`src/rtl/mt8816_shadow.sv`:
```
// Passive monitor and shadow of an MT8816 crosspoint control bus: decodes strobe cycles,
// keeps a 16x8 crosspoint image, flags timing faults. Optional AX pin remap: MT8816_AX_REMAP_EN.
`timescale 1ns/1ps
module mt8816_shadow #(
  parameter int MIN_STROBE_CYCLES   = 2,
  parameter int MIN_CS_SETUP_CYCLES = 1,
  parameter int CNT_W               = 16
) (
  input  logic             FPGA_CLK_I,
  input  logic             RESET_N_I,
  input  logic             SW_RESET_I,
  input  logic             SW_CS_I,
  input  logic             SW_STROBE_I,
  input  logic [3:0]       SW_AX_I,
  input  logic [2:0]       SW_AY_I,
  input  logic             SW_DATA_I,
  input  logic             RD_EN_I,
  input  logic [2:0]       RD_AY_I,
  output logic [15:0]      RD_ROW_O,
  output logic             RD_VALID_O,
  output logic [127:0]     SW_STATE_O,
  output logic [CNT_W-1:0] WR_CNT_O,
  input  logic             ERR_CLR_I,
  output logic             ERR_STROBE_O,
  output logic             ERR_CS_O,
  output logic             ERR_ADDR_O
);

  localparam int WC_W = $clog2(MIN_STROBE_CYCLES + 1) + 1;
  localparam int SC_W = $clog2(MIN_CS_SETUP_CYCLES + 1) + 1;

  typedef enum logic [1:0] {ST_IDLE, ST_SETUP, ST_STROBE, ST_CLEAR} state_t;

  // Physical-to-logical column translation for the swapped board pins.
  function automatic logic [3:0] ax_remap(input logic [3:0] ax);
`ifdef MT8816_AX_REMAP_EN
    case (ax)
      4'h8:    return 4'h6;
      4'h9:    return 4'h7;
      4'hA:    return 4'h8;
      4'hB:    return 4'h9;
      4'hC:    return 4'hA;
      4'hD:    return 4'hB;
      4'h6:    return 4'hC;
      4'h7:    return 4'hD;
      default: return ax;
    endcase
`else
    return ax;
`endif
  endfunction

  logic             r_swrst, r_cs, r_stb, r_stb_d, r_data;
  logic [3:0]       r_ax;
  logic [2:0]       r_ay;
  state_t           r_state, w_nxt;
  logic [WC_W-1:0]  r_wcnt;
  logic [SC_W-1:0]  r_scnt;
  logic [3:0]       r_lat_ax;
  logic [2:0]       r_lat_ay;
  logic             r_lat_data, r_addr_bad, r_cs_bad;
  logic             r_cmt, r_cmt_data;
  logic [6:0]       r_cmt_idx;
  logic [127:0]     r_shadow;
  logic [CNT_W-1:0] r_cnt;
  logic             r_rd_en, r_rd_vld;
  logic [2:0]       r_rd_ay;
  logic [15:0]      r_rd_row;
  logic             r_err_stb, r_err_cs, r_err_addr;

  logic             w_rise, w_enter_stb, w_end_stb, w_setup_start, w_setup_inc;
  logic             w_setup_ok, w_width_ok, w_cmt;
  logic [3:0]       w_ax;
  logic [SC_W-1:0]  w_scnt_eff;

  // Single sampling stage; the delayed strobe copy gives edge detection.
  always_ff @(posedge FPGA_CLK_I or negedge RESET_N_I) begin
    if (!RESET_N_I) begin
      r_swrst <= 1'b0; r_cs <= 1'b0; r_stb <= 1'b0; r_stb_d <= 1'b0;
      r_data  <= 1'b0; r_ax <= '0;   r_ay  <= '0;
    end else begin
      r_swrst <= SW_RESET_I;
      r_cs    <= SW_CS_I;
      r_stb   <= SW_STROBE_I;
      r_stb_d <= r_stb;
      r_data  <= SW_DATA_I;
      r_ax    <= SW_AX_I;
      r_ay    <= SW_AY_I;
    end
  end

  assign w_rise     = r_stb & ~r_stb_d;
  assign w_ax       = ax_remap(r_ax);
  // Setup only counts while genuinely in SETUP; a strobe straight out of IDLE had none.
  assign w_scnt_eff = (r_state == ST_SETUP) ? r_scnt : '0;
  assign w_setup_ok = int'(w_scnt_eff) >= MIN_CS_SETUP_CYCLES;
  assign w_width_ok = int'(r_wcnt) >= MIN_STROBE_CYCLES;

  always_ff @(posedge FPGA_CLK_I or negedge RESET_N_I) begin
    if (!RESET_N_I) r_state <= ST_IDLE;
    else            r_state <= w_nxt;
  end

  always_comb begin
    w_nxt         = r_state;
    w_enter_stb   = 1'b0;
    w_end_stb     = 1'b0;
    w_setup_start = 1'b0;
    w_setup_inc   = 1'b0;
    if (r_swrst) begin
      w_nxt = ST_CLEAR;
    end else begin
      case (r_state)
        ST_CLEAR: w_nxt = ST_IDLE;
        ST_IDLE: begin
          if (w_rise) begin
            w_nxt = ST_STROBE; w_enter_stb = 1'b1;
          end else if (r_cs) begin
            w_nxt = ST_SETUP; w_setup_start = 1'b1;
          end
        end
        ST_SETUP: begin
          if (w_rise) begin
            w_nxt = ST_STROBE; w_enter_stb = 1'b1;
          end else if (!r_cs) begin
            w_nxt = ST_IDLE;
          end else begin
            w_setup_inc = 1'b1;
          end
        end
        ST_STROBE: begin
          if (!r_stb) begin
            w_end_stb     = 1'b1;
            w_nxt         = r_cs ? ST_SETUP : ST_IDLE;
            w_setup_start = r_cs;
          end
        end
        default: w_nxt = ST_IDLE;
      endcase
    end
  end

  always_ff @(posedge FPGA_CLK_I or negedge RESET_N_I) begin
    if (!RESET_N_I) begin
      r_scnt <= '0; r_wcnt <= '0; r_lat_ax <= '0; r_lat_ay <= '0;
      r_lat_data <= 1'b0; r_addr_bad <= 1'b0; r_cs_bad <= 1'b0;
    end else begin
      if (w_setup_start)                    r_scnt <= {{(SC_W-1){1'b0}}, 1'b1};
      else if (w_setup_inc && r_scnt != '1) r_scnt <= r_scnt + 1'b1;
      if (w_enter_stb) begin
        r_wcnt     <= {{(WC_W-1){1'b0}}, 1'b1};
        r_lat_ax   <= w_ax;
        r_lat_ay   <= r_ay;
        r_lat_data <= r_data;
        r_addr_bad <= 1'b0;
        r_cs_bad   <= ~(r_cs & w_setup_ok);
      end else if (r_state == ST_STROBE && r_stb && !r_swrst) begin
        if (r_wcnt != '1) r_wcnt <= r_wcnt + 1'b1;
        if ({w_ax, r_ay, r_data} != {r_lat_ax, r_lat_ay, r_lat_data}) r_addr_bad <= 1'b1;
      end
    end
  end

  assign w_cmt = w_end_stb & w_width_ok & ~r_cs_bad & ~r_addr_bad;

  // Commit is staged one clock so the shadow update lands two clocks after the low sample.
  always_ff @(posedge FPGA_CLK_I or negedge RESET_N_I) begin
    if (!RESET_N_I) begin
      r_cmt <= 1'b0; r_cmt_idx <= '0; r_cmt_data <= 1'b0;
      r_shadow <= '0; r_cnt <= '0;
    end else begin
      r_cmt      <= w_cmt;
      r_cmt_idx  <= {r_lat_ay, r_lat_ax};
      r_cmt_data <= r_lat_data;
      if (r_state == ST_CLEAR) r_shadow <= '0;
      else if (r_cmt)          r_shadow[r_cmt_idx] <= r_cmt_data;
      if (r_cmt && r_cnt != '1) r_cnt <= r_cnt + 1'b1;
    end
  end

  // A new error in the clearing cycle must survive, so set wins over clear.
  always_ff @(posedge FPGA_CLK_I or negedge RESET_N_I) begin
    if (!RESET_N_I) begin
      r_err_stb <= 1'b0; r_err_cs <= 1'b0; r_err_addr <= 1'b0;
    end else begin
      r_err_stb  <= (r_err_stb  & ~ERR_CLR_I) | (w_end_stb & ~w_width_ok);
      r_err_cs   <= (r_err_cs   & ~ERR_CLR_I) | (w_enter_stb & ~(r_cs & w_setup_ok));
      r_err_addr <= (r_err_addr & ~ERR_CLR_I) | (w_end_stb & r_addr_bad);
    end
  end

  always_ff @(posedge FPGA_CLK_I or negedge RESET_N_I) begin
    if (!RESET_N_I) begin
      r_rd_en <= 1'b0; r_rd_ay <= '0; r_rd_vld <= 1'b0; r_rd_row <= '0;
    end else begin
      r_rd_en  <= RD_EN_I;
      r_rd_ay  <= RD_AY_I;
      r_rd_vld <= r_rd_en;
      if (r_rd_en) r_rd_row <= r_shadow[{r_rd_ay, 4'b0000} +: 16];
    end
  end

  assign RD_ROW_O     = r_rd_row;
  assign RD_VALID_O   = r_rd_vld;
  assign SW_STATE_O   = r_shadow;
  assign WR_CNT_O     = r_cnt;
  assign ERR_STROBE_O = r_err_stb;
  assign ERR_CS_O     = r_err_cs;
  assign ERR_ADDR_O   = r_err_addr;

endmodule

```
`config.mk`:
```
export PLATFORM = sky130hd
export DESIGN_NAME = mt8816_shadow
export DESIGN_NICKNAME = d
export VERILOG_FILES = /design/src/rtl/mt8816_shadow.sv
export SDC_FILE = /design/constraint.sdc
export NUM_CORES = 1
export LEC_CHECK = 0
export CORE_MARGIN = 4
export CORE_UTILIZATION = 40
export DETAILED_ROUTE_END_ITERATION = 8
export GPL_TIMING_DRIVEN = 0
export PLACE_DENSITY = 0.66
export SLEW_MARGIN = 20
export SYNTH_ARGS = -nofsm -noshare
export SYNTH_HDL_FRONTEND = slang
export SYNTH_SLANG_ARGS = --single-unit
```
`constraint.sdc`:
```
create_clock -name FPGA_CLK_I -period 4.9 [get_ports FPGA_CLK_I]
set_input_delay 1.47 -clock FPGA_CLK_I [delete_from_list [all_inputs] [get_ports FPGA_CLK_I]]
set_output_delay 1.47 -clock FPGA_CLK_I [all_outputs]
set_load 0.03 [all_outputs]
```
==> impl_metrics.yaml, run 1 <==
outcome:
  outcome: "finished, final reports clean"
yosys:
  synth_ff_type: "dfrtp_1"
  ys_warn_count: 0
  synth_cell_types: 49
  synth_nets: 951
  synth_largest_area_cell: "dfrtp_1"
  synth_area_leaders: "dfrtp_1, mux4_2, nand3_1"
  avgSynthCellArea_um2: 10.5
  syn_area_um2: 9730
  synth-seq-cells: 206
  synth_cells: 928
  synth_edf_count: 0
  seq_area_frac_synth_pct: 53.0
  synth_commonest_cells: "dfrtp_1, nand3_1, a21oi_1, o21ai_0, nor2_1"
  yosysMostFrequentCell: "dfrtp_1"
  async_flop_share_pct: 100
  yosysTopAreaCellShare_pct: 53.0
timing:
  maxSlewViolCount: 0
  finalCritPeriodShare_pct: 64.7
  hold_violations: 0
  setup_violations: 0
  rsz0062_at_grt: "no"
  worst_clock_skew_ns: 0.0227
  max-slew-margin-rel_pct: 24.8
  max_freq_ghz: 0.315
  period_minus_slack_ns: 3.17
  worst-slew-pin-transition_ns: 1.12
detailed_routing:
  remaining_drc_errors: 0
  dr_total_vias: 8795
  ant_nets: 0
  routedWlPerCell_um: 24.3
  drtPass1Iterations: 6
  wirelength_mm: 35.6
  vias_per_cell: 5.99
  first_iter_violations: 968
floorplan:
  dieArea_um2: 26900
  num_rows: 56
  die-height_um: 164
  chipWidth_um: 164
  io_pins: 182
  initial_utilization_pct: 41.1
  core_um2: 23700
worst_setup_path:
  critPathCaptureType: "output pin"
  ff2ff_path_depth: 4
  cpLargestDelayFamily: "buffers and inverters"
  path_buf_inv: 1
  crit_required_ns: 3.43
  cp.depth: 1
  crit_path_start_kind: "register"
  crit_fanout: 3
  path_cells: "clkdlybuf4s50_1"
  crit_slowest_cell: "clkdlybuf4s50_1"
  worstSetupPathType: "reg2out"
  arrival_ns: 1.70
  slowest_delay_ns: 0.74
clocking:
  cts-root-buf: "clkbuf_16"
  cts_made_buffers: 22
  cts_hold_buffers: 0
  cts_max_level: 1
  cts.sinks: 206
  clk_pin_slew_ns: 0.06
  cts_tree: "done"
  clock_path_buffers: 3
  cts_resized: 0
  post-cts-setup-buffers: 0
  clk_latency_ns: 0.51
power:
  peakVddDrop_v: 0.000212
  power_mw: 4.12
  power_density_nw_per_um2: 325
  power.leakage_nw: 5.21
min_path:
  hold_depth: 0
  hp-class: "reg2reg"
placement:
  dpl-instance-area_um2: 12000
  place_congestion: 0.970
  port-buffer-count: 181
  place_hpwl_mm: 25.9
global_route:
  grt_pass1_wl_mm: 53.7
  grt_overflow: 0
  grt_use_total_pct: 26.3
  grt_max_degree: 92
  antenna_found_initial: 2
  grt_pass1_vias: 8743
final_layout:
  fin_nets: 1158
  num_antenna_cells: 0
  fin_area_um2: 12700
  syn2layout_area_growth_pct: 30.4
  drive_above_1_share_pct: 10.0
flow_run:
  drv_cap: 0
## where the power goes
group          internal [mW]  switching (mW)
clock network          0.903           0.676
logic                  0.192           0.484
registers               1.78          0.0870
## cell usage in the layout, fill, tap and decap left out, drive strengths merged, types with 9 or more instances in the layout
cell type and n:
dfrtp 206, clkdlybuf4s50 180, nand3 134, a21oi 128
o21ai 117, clkbuf 74, nor2 49, buf 36
mux2i 35, mux4 32, nand2 28, nor3 13
xnor2 12, xor2 11, and2 11, mux2 10
nand4 9
## layout make-up
type	count	area [um2]
buffer	75	334
inverter	8	30.0
tap	319	399
timing repair buffer	183	1870
clock buffer	32	639
multi-input combinational	639	4220
clock inverter	6	32.5
sequential	206	5150
fill	2190	11000
## sequential cells by signal, summed over array words and instances (netlist names), 2 cells and up
name,cells
r_rd_ay,3
r_lat_ay,3
r_cmt_idx,7
SW_STATE_O,128
r_scnt,2
r_ay,3
r_state,2
r_ax,4
RD_ROW_O,16
r_lat_ax,4
r_wcnt,3
WR_CNT_O,16
## worst register-to-register path, delay by kind of cell (launching register included)
family / cells / cell delay (ns)
muxes: 2 / 0.90
AOI/OAI and AO/OA: 1 / 0.14
DFF: 1 / 0.49
buffers and inverters: 1 / 0.68
## per-stage QoR
| stage | setup slack, ns | TNS [ns] | hold WS (ns) | util (%) | cells |
|---|---|---|---|---|---|
| floorplan | 2.87 | 0 | 0.389 | - | 928 |
| finish | 1.73 | 0 | 0.413 | 53.6 | 1468 |
| detailed placement | 2.24 | 0 | 0.401 | 50.7 | 1430 |
| CTS | 1.70 | 0 | 0.414 | 53.5 | 1468 |
| global route | 1.70 | 0 | 0.419 | 53.6 | 1468 |
| global placement | -6.42 | -1316.23 | 0.398 | 50.4 | 1428 |
## final timing paths
path / start / end / slack (ns)
max: SW_STATE_O[28] / SW_STATE_O[28] / 1.73
min: r_lat_ay[1] / r_cmt_idx[5] / 0.41
max reg2reg: r_rd_ay[2] / RD_ROW_O[12] / 2.56
min reg2reg: r_lat_ay[1] / r_cmt_idx[5] / 0.41
max in group asynchronous: RESET_N_I / SW_STATE_O[82] / 2.91
min in group asynchronous: RESET_N_I / r_ay[1] / 0.83
## routing by layer
layer,up-vias,part of all wire [%],track usage [%]
li1,3770,-,-
met1,4379,40,35.6
met2,551,44,39.3
met3,93,11,8.18
met4,2,4.6,11.6
met5,-,0.031,0
## cell families after synthesis
group,synth area share [%]
xor+xnor,2.07
simple gates,15.2
flops,53.0
compound gates,13.2
mux,12.2
buf+inv,3.74
fa+ha+maj,0.643
Note: power is estimated with default switching activity, not from simulation.
==> run 2: changes to the inputs <==
--- a/config.mk
+++ b/config.mk
@@ -9,7 +9,7 @@
 export CORE_UTILIZATION = 40
 export DETAILED_ROUTE_END_ITERATION = 8
 export GPL_TIMING_DRIVEN = 0
-export PLACE_DENSITY = 0.66
+export PLACE_DENSITY = 0.68
 export SLEW_MARGIN = 20
 export SYNTH_ARGS = -nofsm -noshare
 export SYNTH_HDL_FRONTEND = slang
==> constraint.sdc (replaced) <==
create_clock -name FPGA_CLK_I -period 2.72 [get_ports FPGA_CLK_I]
set_input_delay 0.816 -clock FPGA_CLK_I [delete_from_list [all_inputs] [get_ports FPGA_CLK_I]]
set_output_delay 0.816 -clock FPGA_CLK_I [all_outputs]
set_load 0.03 [all_outputs]
==> run 2 against run 1 <==
  * Combinational power is 82% higher
  * Flip-flop and latch count stayed put
  * Clock-buffer cell count is 3 higher
  * Utilization is 0.23 points higher
  * Design area is 0.43% higher
  * Global-route usage is 0.17 points lower
  * Via count is 0.63% lower
  * Sequential power is 80% higher
  * Register-to-register slack worse by 2.2 ns
  * First-iteration DRC count is 3.3% higher
  * Wire length is 0.56% lower
  * Final cell count hardly changed
  * Largest cell class unchanged
==> impl_metrics.yaml, run 2 (synthesis results as in run 1) <==
global_route:
  grt_pass1_vias: 8626
  grt_use_total_pct: 26.2
  grt_overflow: 0
  use_met2_pct: 38.5
  antenna_found_initial: 0
  grt_max_degree: 93
  grt_pass1_wl_mm: 53.1
  grt_use_met1_pct: 36.6
  use_met3_pct: 6.57
  grt.busiest_layer: "met2"
final_layout:
  drive_above_1_share_pct: 10.2
  multi_input_area_um2: 4220
  layout.area.seq_um2: 5150
  syn2layout_area_growth_pct: 30.9
  fin_cells: 1469
  final_cell_mix: "dfrtp_1, clkdlybuf4s50_1, nand3_1"
  num_antenna_cells: 0
  nFillCells: 2155
  final_util_pct: 53.8
  fin_nets: 1159
  final_common_cell: "dfrtp_1"
  largest_reg_flops: 128
floorplan:
  chipWidth_um: 164
  die-height_um: 164
  num_rows: 56
  io_pins: 182
  core_um2: 23700
  initial_utilization_pct: 41.1
  dieArea_um2: 26900
clocking:
  clk_pin_slew_ns: 0.06
  cts-root-buf: "clkbuf_16"
  post-cts-setup-buffers: 0
  clock_path_buffers: 3
  cts_made_buffers: 23
  cts_max_level: 1
  cts_hold_buffers: 0
  cts_resized: 0
  cts.sinks: 206
  clk_latency_ns: 0.51
  cts_tree: "done"
placement:
  port-buffer-count: 181
  place_congestion: 0.969
  place_hpwl_mm: 25.8
  dp_cells: 1430
power:
  p_comb_share_pct: 16.2
  power_density_nw_per_um2: 596
  p_int_mw: 5.32
  peakVddDrop_v: 0.000447
  switchingPower_mw: 2.27
  pwr-share-seq_pct: 44.3
  clockPowerShare_pct: 39.5
  power.leakage_nw: 5.23
  sw_frac_of_total_pct: 29.9
worst_setup_path:
  critPathCaptureType: "output pin"
  rr_startpoint: "r_rd_ay[2]"
  path_cells: "clkdlybuf4s50_1"
  path_buf_inv: 1
  slowest_delay_ns: 0.72
  crit_slowest_cell: "clkdlybuf4s50_1"
  crit_path_start_kind: "register"
  crit_fanout: 3
  worstSetupPathType: "reg2out"
  crit_start: "SW_STATE_O[119]"
  crit_required_ns: 1.90
  cpLargestDelayFamily: "buffers and inverters"
  arrival_ns: 1.71
detailed_routing:
  ant_nets: 0
  first_iter_violations: 1000
  drtPass1Iterations: 6
  vias_per_cell: 5.95
  dr_total_vias: 8740
  wirelength_mm: 35.4
  routedWlPerCell_um: 24.1
  remaining_drc_errors: 0
outcome:
  outcome: "finished, final reports clean"
timing:
  rsz0062_at_grt: "no"
  tns_ns: 0
  max_freq_ghz: 0.396
  worst_clock_skew_ns: 0.0189
  period_minus_slack_ns: 2.52
  worst-slew-pin-transition_ns: 1.21
  hold_violations: 0
  max-slew-margin-rel_pct: 18.5
  holdWs_ns: 0.215
  finalCritPeriodShare_pct: 92.8
  maxSlewViolCount: 0
  setup_violations: 0
flow_run:
  drv_cap: 0
min_path:
  hp-class: "in2async"
==> run 2: metal layers <==
metal	vias up	wire (um)	share of wire (%)
met5	-	0	0
met4	0	1880	5.3
met3	110	4040	11
met1	4282	14000	40
li1	3786	-	-
met2	562	15500	44
==> run 2: cell type report <==
class | instances | area share [%]
Tap cell | 319 | 3.13
Clock inverter | 4 | 0.177
Buffer | 75 | 2.62
Sequential cell | 206 | 40.5
Timing Repair Buffer | 183 | 14.7
Clock buffer | 35 | 5.50
Multi-Input combinational cell | 639 | 33.2
Inverter | 8 | 0.236
==> run 2: path summary, 6_finish.rpt <==
| check | depth (start not counted) | slack [ns] | end |
|---|---|---|---|
| hold / removal | 1 | 0.22 | r_wcnt[1] |
| setup / recovery | 1 | 0.20 | SW_STATE_O[119] |
| max in group asynchronous | 2 | 1.71 | SW_STATE_O[66] |
| hold reg to reg | 0 | 0.41 | r_cmt_idx[3] |
| setup reg to reg | 4 | 0.39 | RD_ROW_O[14] |
| min in group FPGA_CLK_I | 0 | 0.41 | r_cmt_idx[3] |
==> run 2: power groups by stage <==
stage	registers, mW	logic, mW	clock network (mW)
2_1_floorplan	3.44	0.653	0
3_3_place_gp	3.41	1.14	0
3_5_place_dp	3.42	1.17	0
4_1_cts	3.36	1.18	3.03
5_1_grt	3.39	1.32	3.16
6_report	3.37	1.23	3.00
==> run 2: stage by stage <==
stage | instance area [um2] | power [mW] | worst slack [ns]
2_1_floorplan | 9730 | 4.09 | 0.756
3_3_place_gp | 11900 | 4.55 | -7.91
3_5_place_dp | 12000 | 4.59 | 0.515
4_1_cts | 12700 | 7.58 | 0.182
5_1_grt | 12700 | 7.87 | 0.175
6_report | 12700 | 7.60 | 0.197
